--- src/rtl/instruction_fetch_if.sv ---
// rtl/instruction_fetch_if.sv - fetch stage bus: imem port, redirect/halt controls, decode handshake
interface instruction_fetch_if #(
  parameter int PC_W    = 32,
  parameter int INSTR_W = 9
);
  logic               imem_req;
  logic [PC_W-1:0]    imem_addr;
  logic [INSTR_W-1:0] imem_rdata;
  logic               redirect_valid;
  logic [PC_W-1:0]    redirect_pc;
  logic               halt;
  logic               out_valid;
  logic               out_ready;
  logic [INSTR_W-1:0] out_instr;
  logic [PC_W-1:0]    out_pc;
  logic               halted;

  modport master (
    input  imem_req, imem_addr, out_valid, out_instr, out_pc, halted,
    output imem_rdata, redirect_valid, redirect_pc, halt, out_ready
  );

  modport slave (
    output imem_req, imem_addr, out_valid, out_instr, out_pc, halted,
    input  imem_rdata, redirect_valid, redirect_pc, halt, out_ready
  );
endinterface

--- src/rtl/instruction_fetch.sv ---
// rtl/instruction_fetch.sv - PC owner, imem requester and small fetch buffer with redirect flush and sticky halt
module instruction_fetch #(
  parameter int              PC_W     = 32,
  parameter int              INSTR_W  = 9,
  parameter int              PC_INC   = 4,
  parameter logic [PC_W-1:0] RESET_PC = '0,
  parameter int              DEPTH    = 2
) (
  input logic               clk,
  input logic               reset,
  instruction_fetch_if.slave bus
);
  localparam int CW = $clog2(DEPTH + 1);
  localparam int PW = (DEPTH > 1) ? $clog2(DEPTH) : 1;

  logic [PC_W-1:0]    r_pc;
  logic               r_inflight;
  logic [PC_W-1:0]    r_inflight_pc;
  logic [INSTR_W-1:0] r_fifo_instr [DEPTH];
  logic [PC_W-1:0]    r_fifo_pc    [DEPTH];
  logic [PW-1:0]      r_head;
  logic [PW-1:0]      r_tail;
  logic [CW-1:0]      r_count;
  logic               r_halt;
  logic               r_halted;

  logic          w_out_valid;
  logic          w_pop;
  logic          w_push;
  logic          w_issue;
  logic [CW:0]   w_occ;
  logic [CW-1:0] w_count_nxt;
  logic          w_halt_nxt;

  function automatic logic [PW-1:0] ptr_next(input logic [PW-1:0] p);
    return (p == PW'(DEPTH - 1)) ? '0 : p + 1'b1;
  endfunction

  assign w_out_valid = (r_count != '0) & ~bus.redirect_valid;
  assign w_pop       = w_out_valid & bus.out_ready;
  assign w_push      = r_inflight & ~bus.redirect_valid;
  // Occupancy counts the in-flight slot so a returning response always has room.
  assign w_occ       = {1'b0, r_count} + (CW+1)'(r_inflight) - (CW+1)'(w_pop);
  assign w_issue     = ~reset & ~r_halt & ~bus.halt & ~bus.redirect_valid
                     & (w_occ < (CW+1)'(DEPTH));
  assign w_count_nxt = bus.redirect_valid ? '0
                     : r_count - CW'(w_pop) + CW'(w_push);
  assign w_halt_nxt  = r_halt | bus.halt;

  always_ff @(posedge clk or posedge reset) begin
    if (reset) begin
      r_pc          <= RESET_PC;
      r_inflight    <= 1'b0;
      r_inflight_pc <= '0;
      r_head        <= '0;
      r_tail        <= '0;
      r_count       <= '0;
      r_halt        <= 1'b0;
      r_halted      <= 1'b0;
      for (int i = 0; i < DEPTH; i++) begin
        r_fifo_instr[i] <= '0;
        r_fifo_pc[i]    <= '0;
      end
    end else begin
      if (bus.redirect_valid)
        r_pc <= bus.redirect_pc;
      else if (w_issue)
        r_pc <= r_pc + PC_W'(PC_INC);
      r_inflight <= w_issue;
      if (w_issue)
        r_inflight_pc <= r_pc;
      r_count  <= w_count_nxt;
      r_halt   <= w_halt_nxt;
      // Computed from next-state values so halted rises the cycle after the last pop.
      r_halted <= w_halt_nxt & (w_count_nxt == '0) & ~w_issue;
      if (bus.redirect_valid) begin
        r_head <= '0;
        r_tail <= '0;
      end else begin
        if (w_pop)
          r_head <= ptr_next(r_head);
        if (w_push) begin
          r_fifo_instr[r_tail] <= bus.imem_rdata;
          r_fifo_pc[r_tail]    <= r_inflight_pc;
          r_tail               <= ptr_next(r_tail);
        end
      end
    end
  end

  assign bus.imem_req  = w_issue;
  assign bus.imem_addr = r_pc;
  assign bus.out_valid = w_out_valid;
  assign bus.out_instr = r_fifo_instr[r_head];
  assign bus.out_pc    = r_fifo_pc[r_head];
  assign bus.halted    = r_halted;
endmodule
--- src/flat_wrapper.sv ---
// flat-port wrapper written by rule: the top's interface ports become plain ports
module instruction_fetch_flat 
#(
  parameter int              PC_W     = 32,
  parameter int              INSTR_W  = 9,
  parameter int              PC_INC   = 4,
  parameter logic [PC_W-1:0] RESET_PC = '0,
  parameter int              DEPTH    = 2
)
  (clk, reset, bus_imem_req, bus_imem_addr, bus_out_valid, bus_out_instr, bus_out_pc, bus_halted, bus_imem_rdata, bus_redirect_valid, bus_redirect_pc, bus_halt, bus_out_ready);
  instruction_fetch_if #(.PC_W(PC_W), .INSTR_W(INSTR_W)) bus_i ();
  input logic clk;
  input logic reset;
  output wire logic [$bits(bus_i.imem_req)-1:0] bus_imem_req;
  output wire logic [$bits(bus_i.imem_addr)-1:0] bus_imem_addr;
  output wire logic [$bits(bus_i.out_valid)-1:0] bus_out_valid;
  output wire logic [$bits(bus_i.out_instr)-1:0] bus_out_instr;
  output wire logic [$bits(bus_i.out_pc)-1:0] bus_out_pc;
  output wire logic [$bits(bus_i.halted)-1:0] bus_halted;
  input wire logic [$bits(bus_i.imem_rdata)-1:0] bus_imem_rdata;
  input wire logic [$bits(bus_i.redirect_valid)-1:0] bus_redirect_valid;
  input wire logic [$bits(bus_i.redirect_pc)-1:0] bus_redirect_pc;
  input wire logic [$bits(bus_i.halt)-1:0] bus_halt;
  input wire logic [$bits(bus_i.out_ready)-1:0] bus_out_ready;
  assign bus_imem_req = bus_i.imem_req;
  assign bus_imem_addr = bus_i.imem_addr;
  assign bus_out_valid = bus_i.out_valid;
  assign bus_out_instr = bus_i.out_instr;
  assign bus_out_pc = bus_i.out_pc;
  assign bus_halted = bus_i.halted;
  assign bus_i.imem_rdata = bus_imem_rdata;
  assign bus_i.redirect_valid = bus_redirect_valid;
  assign bus_i.redirect_pc = bus_redirect_pc;
  assign bus_i.halt = bus_halt;
  assign bus_i.out_ready = bus_out_ready;
  instruction_fetch #(.PC_W(PC_W), .INSTR_W(INSTR_W), .PC_INC(PC_INC), .RESET_PC(RESET_PC), .DEPTH(DEPTH)) u_core (.clk(clk), .reset(reset), .bus(bus_i));
endmodule
--- config.mk ---
export PLATFORM = sky130hd
export DESIGN_NAME = instruction_fetch_flat
export DESIGN_NICKNAME = d
export VERILOG_FILES = /design/src/rtl/instruction_fetch_if.sv /design/src/rtl/instruction_fetch.sv /design/src/flat_wrapper.sv
export SDC_FILE = /design/constraint.sdc
export NUM_CORES = 1
export LEC_CHECK = 0
export ABC_AREA = 1
export CAP_MARGIN = 20
export CORE_ASPECT_RATIO = 1.4
export CORE_MARGIN = 2
export CORE_UTILIZATION = 30
export CTS_CLUSTER_DIAMETER = 80
export CTS_CLUSTER_SIZE = 16
export DETAILED_ROUTE_END_ITERATION = 12
export DONT_BUFFER_PORTS = 1
export PLACE_DENSITY = 0.55
export SLEW_MARGIN = 15
export SYNTH_ARGS = -nofsm -noshare
export SYNTH_HDL_FRONTEND = slang
export SYNTH_SLANG_ARGS = --single-unit
export TNS_END_PERCENT = 50
--- constraint.sdc ---
create_clock -name clk -period 6.4 [get_ports clk]
set_input_delay 1.28 -clock clk [delete_from_list [all_inputs] [get_ports clk]]
set_output_delay 1.28 -clock clk [all_outputs]
set_load 0.05 [all_outputs]
==> results by stage <==
Drt:
- The post-detailed-route wirelength per cell is 15.4 um.
- The final antenna-violating net count is 0.
- The number of optimization iterations in the first detailed-route pass is 4.
- The DRC violations left is 0.
- After detailed routing, the number of vias per cell comes to 4.53.
- After the first detailed-routing iteration, the DRC count stood at 293.
- Wires add up to 18.5 mm.
- The number of vias in the routed layout is 5429.

Outcome:
- The run finished with clean final reports.

Die:
- The initial cell density of the core is 0.303.
- The floorplan row count is 68.
- The number of placed I/O pins is 122.
- The die boundary height is 190 um.
- The floorplan step set the die width to 137 um.
- The die covers 0.0260 mm2.
- The region available for standard cell placement spans 0.0245 mm2.

Power:
- The static power due to leakage is 3.89 nW.
- The worst-case IR drop observed on VDD is 164 uV.
- The power per cell area is 283 mW/mm2.
- The design draws 2.37 mW.

Synthesis:
- Yosys instantiated no cell more often than sky130_fd_sc_hd__nand2_1.
- Of the total synthesized cell area, the portion taken by XOR and XNOR cells is 0.00708.
- The synthesized netlist contains 28 unique library cells.
- The post-synthesis average cell area is 8.37 um2.
- The post-synthesis instance total is 887.
- By area the synthesized netlist is led by sky130_fd_sc_hd__dfrtp_1 (52%), sky130_fd_sc_hd__nand2_1 (13%), sky130_fd_sc_hd__o21ai_0 (8.3%).
- The simple-gate portion of the synthesized area is 0.233.
- The main combinational cell family by area after synthesis is simple AND/OR/NAND/NOR gates.
- The synthesized netlist occupies a cell area of 0.00743 mm2.
- The portion of netlist area occupied by mux cells is 0.0622.
- The commonest cells after synthesis are sky130_fd_sc_hd__nand2_1 (260), sky130_fd_sc_hd__dfrtp_1 (153), sky130_fd_sc_hd__o21ai_0 (123).
- Of the total synthesized cell area, the portion taken by full adders, half adders and majority gates is 0.00943.
- The synthesized design contains 0 enable-type register cells.
- Of all cell types, the one taking the most synthesized area is sky130_fd_sc_hd__dfrtp_1.
- The yosys synthesis warning count is 0.
- The proportion of netlist area held by the largest area contributor is 0.515.
- The post-synthesis compound-gate area fraction was 0.0889.
- After synthesis the netlist holds a flip-flop and latch count of 153.
- In the synthesized netlist the async set-or-reset flop fraction comes to 1.00.
- Synthesis produced a netlist with a net count of 938.
- The sequential area share after synthesis is 0.515.
- The primary flip-flop cell chosen by synthesis mapping is sky130_fd_sc_hd__dfrtp_1.

GRT:
- The first global-routing pass estimated 29.8 mm of wire.
- The number of global-route vias before repair was 5401.
- The total overflow left after global routing is 0.
- The global routing usage summed across all routing layers is 0.148.
- Entering global routing, the biggest net connects 108 pins.
- The number of antenna violations at the first check in global routing came to 0.

Hold path:
- The startpoint identified for the worst hold timing path is u_core.r_fifo_pc[11].
- The worst hold path belongs to the class register to register.
- The worst hold path endpoint is u_core.r_fifo_pc[11].
- The hold-critical path depth is 2.

STA:
- The final total negative setup slack is 0 ns.
- The actual transition at the worst max-transition pin is 0.812 ns.
- The final count of pins violating max slew is 0.
- The achievable clock frequency is 213 MHz.
- The total of endpoints with negative setup slack in the final report is 0.
- The final hold slack is 0.478 ns.
- The relative slew slack is 0.459.
- Setup repair after global routing left no endpoint under its margin.
- Between clock sinks in the finished design, the worst skew comes to 0.00636 ns.
- The final worst-path cycle share is 0.734.
- The final hold violation count is 0.
- The clock period could shrink to 4.70 ns.

Placed design:
- The quantity of I/O buffers inserted on ports is 0.
- Routability-driven placement finished with a final weighted congestion of 0.832.
- Detailed placement finished with a half-perimeter wire length of 12.6 mm.
- The cell count after placement is 1168.

Setup path:
- The data required time of the worst path is 5.12 ns.
- The kind of end point of the critical path is a primary output.
- The number of buffers and inverters on the critical path is 3.
- Of all nets on the critical path, the largest fanout is 39.
- The reg-to-reg setup timing slack is 2.86 ns.
- The launching point of the worst reg2reg path is u_core.r_count[1].
- The critical path goes through a21oi_1 > buf_4 > nand2_1 > inv_1 > ha_1 > or2_2 > fa_1 > nor3b_1 > nand2_2 > inv_2.
- The launching element type of the critical path is an input pin.
- Among all stages on the critical path, the largest delay is contributed by sky130_fd_sc_hd__fa_1.
- The reg-to-reg endpoint is u_core.bus.imem_addr[3].
- The number of cells on the worst reg-to-reg path is 16.
- In this design, the stage delay of the slowest critical-path cell is 0.47 ns.
- The worst setup path is of the input pin to primary output kind.
- Data on the critical path arrives at its endpoint at 3.42 ns.
- The cell type group with the largest total delay on the critical path is simple AND/OR/NAND/NOR gates.

Clock network:
- In this run, CTS created clock tree buffers numbering 17.
- Clock-pin slew was measured on the worst setup and hold paths at 0.06 ns.
- The buffer levels on the longest clock path is 2.
- The quantity of gates resized following cts is 0.
- The level count of the clock H-tree is 4.
- The insertion delay to the later sink of the worst-skew pair is 0.42 ns.
- The number of hold buffers added after CTS was 0.
- The setup fix buffers added after clock tree synthesis is 0.
- The clock net in this run drives a total of 153 sinks.
- The root buffer cell is sky130_fd_sc_hd__clkbuf_16.
- The TritonCTS clock tree is yes.

Flow run:
- The count of max-cap constraint violations is 0.

Cells and area:
- The non-filler instance count after layout is 1199.
- In the final design database the tool counted 924 nets.
- From synthesis to final layout, the design area changed by 12.6%.
- The number of diodes is 0.
- The fraction of layout instances using a drive strength above 1 is 0.119.
## state kept, by name, indices dropped and copies added, names as in the netlist
name                  flops
u_core.r_head             1
u_core.bus.imem_addr     32
u_core.r_tail             1
u_core.r_halt             1
u_core.r_inflight_pc     32
u_core.r_count            2
u_core.r_fifo_instr      18
u_core.r_fifo_pc         64
u_core.r_inflight         1
u_core.bus.halted         1
## routing by layer
metal / track usage / part of all wire
met2: 0.239 / 0.48
met5: 0 / 0
met1: 0.183 / 0.44
met4: 0.0642 / 0.027
met3: 0.0448 / 0.054
## power by group
group / leakage, nW / internal [mW] / switching [mW] / total (mW)
Sequential: 2.04 / 0.993 / 0.113 / 1.11
Combinational: 1.52 / 0.0361 / 0.0817 / 0.118
Clock: 0.329 / 0.756 / 0.386 / 1.14
Total: 3.89 / 1.79 / 0.581 / 2.37
## through the flow
step	instance area (um2)	utilization	setup slack, ns
after floorplan	7430	-	0.910
after global placement	7670	0.313	1.72
after detailed placement	7670	0.313	1.68
after CTS	8340	0.340	1.68
after global routing	8360	0.341	1.57
final	8360	0.341	1.70
## area by class of cell
class                   count  area, um2
fillers                  2628      16100
clock inverters             9        195
clock buffers              21        470
multi-input cells         586       2980
inverters                 106        403
repair buffers              9       87.6
flip-flops and latches    153       3830
well taps                 315        394
## cells by family after synthesis
| kind of cell | after synthesis |
|---|---|
| compound gates | 132 |
| xor+xnor | 6 |
| fa+ha+maj | 5 |
| buf+inv | 148 |
| flops | 153 |
| mux | 41 |
| simple gates | 402 |
## worst max path at each step
| stage | start | endpoint | slack (ns) | cells past startpoint |
|---|---|---|---|---|
| 6_report | bus_redirect_valid | bus_imem_req | 1.70 | 10 |
| 5_1_grt | bus_redirect_valid | bus_imem_req | 1.57 | 10 |
| 4_1_cts | bus_redirect_valid | bus_imem_req | 1.68 | 10 |
| 3_5_place_dp | bus_redirect_valid | bus_imem_req | 1.68 | 10 |
| 3_3_place_gp | bus_redirect_valid | bus_imem_req | 1.72 | 10 |
| 2_1_floorplan | bus_redirect_valid | bus_imem_req | 0.91 | 11 |
## cell usage in the layout (no fill, tap or decap), drive strengths merged
cell type	netlist	layout
nand2	266	266
dfrtp	153	153
o21ai	129	129
inv	106	106
nand3	81	81
nor2	46	46
mux2	41	41
clkbuf	17	21
buf	25	9
bufinv	0	6
xnor2	4	4
ha	4	4
a21oi	3	3
nand4	3	3
clkinv	0	3
or2	3	3
nand3b	2	2
xor2	2	2
nor3b	1	1
fa	1	1
## worst reg2reg max path, stage by stage, from the launching register on
cell and delay (ns):
sky130_fd_sc_hd__dfrtp_1 0.43, sky130_fd_sc_hd__inv_1 0.10, sky130_fd_sc_hd__a21oi_1 0.14, sky130_fd_sc_hd__buf_4 0.22, sky130_fd_sc_hd__nand2_1 0.12, sky130_fd_sc_hd__inv_1 0.10
sky130_fd_sc_hd__ha_1 0.22, sky130_fd_sc_hd__or2_2 0.30, sky130_fd_sc_hd__fa_1 0.38, sky130_fd_sc_hd__o21ai_1 0.14, sky130_fd_sc_hd__nor2_1 0.06, sky130_fd_sc_hd__nand2_2 0.07
sky130_fd_sc_hd__buf_4 0.63, sky130_fd_sc_hd__nand2_1 0.23, sky130_fd_sc_hd__inv_1 0.18, sky130_fd_sc_hd__nand2_1 0.07, sky130_fd_sc_hd__nand3_1 0.09
No activity file was read; power rests on OpenSTA's default activity.
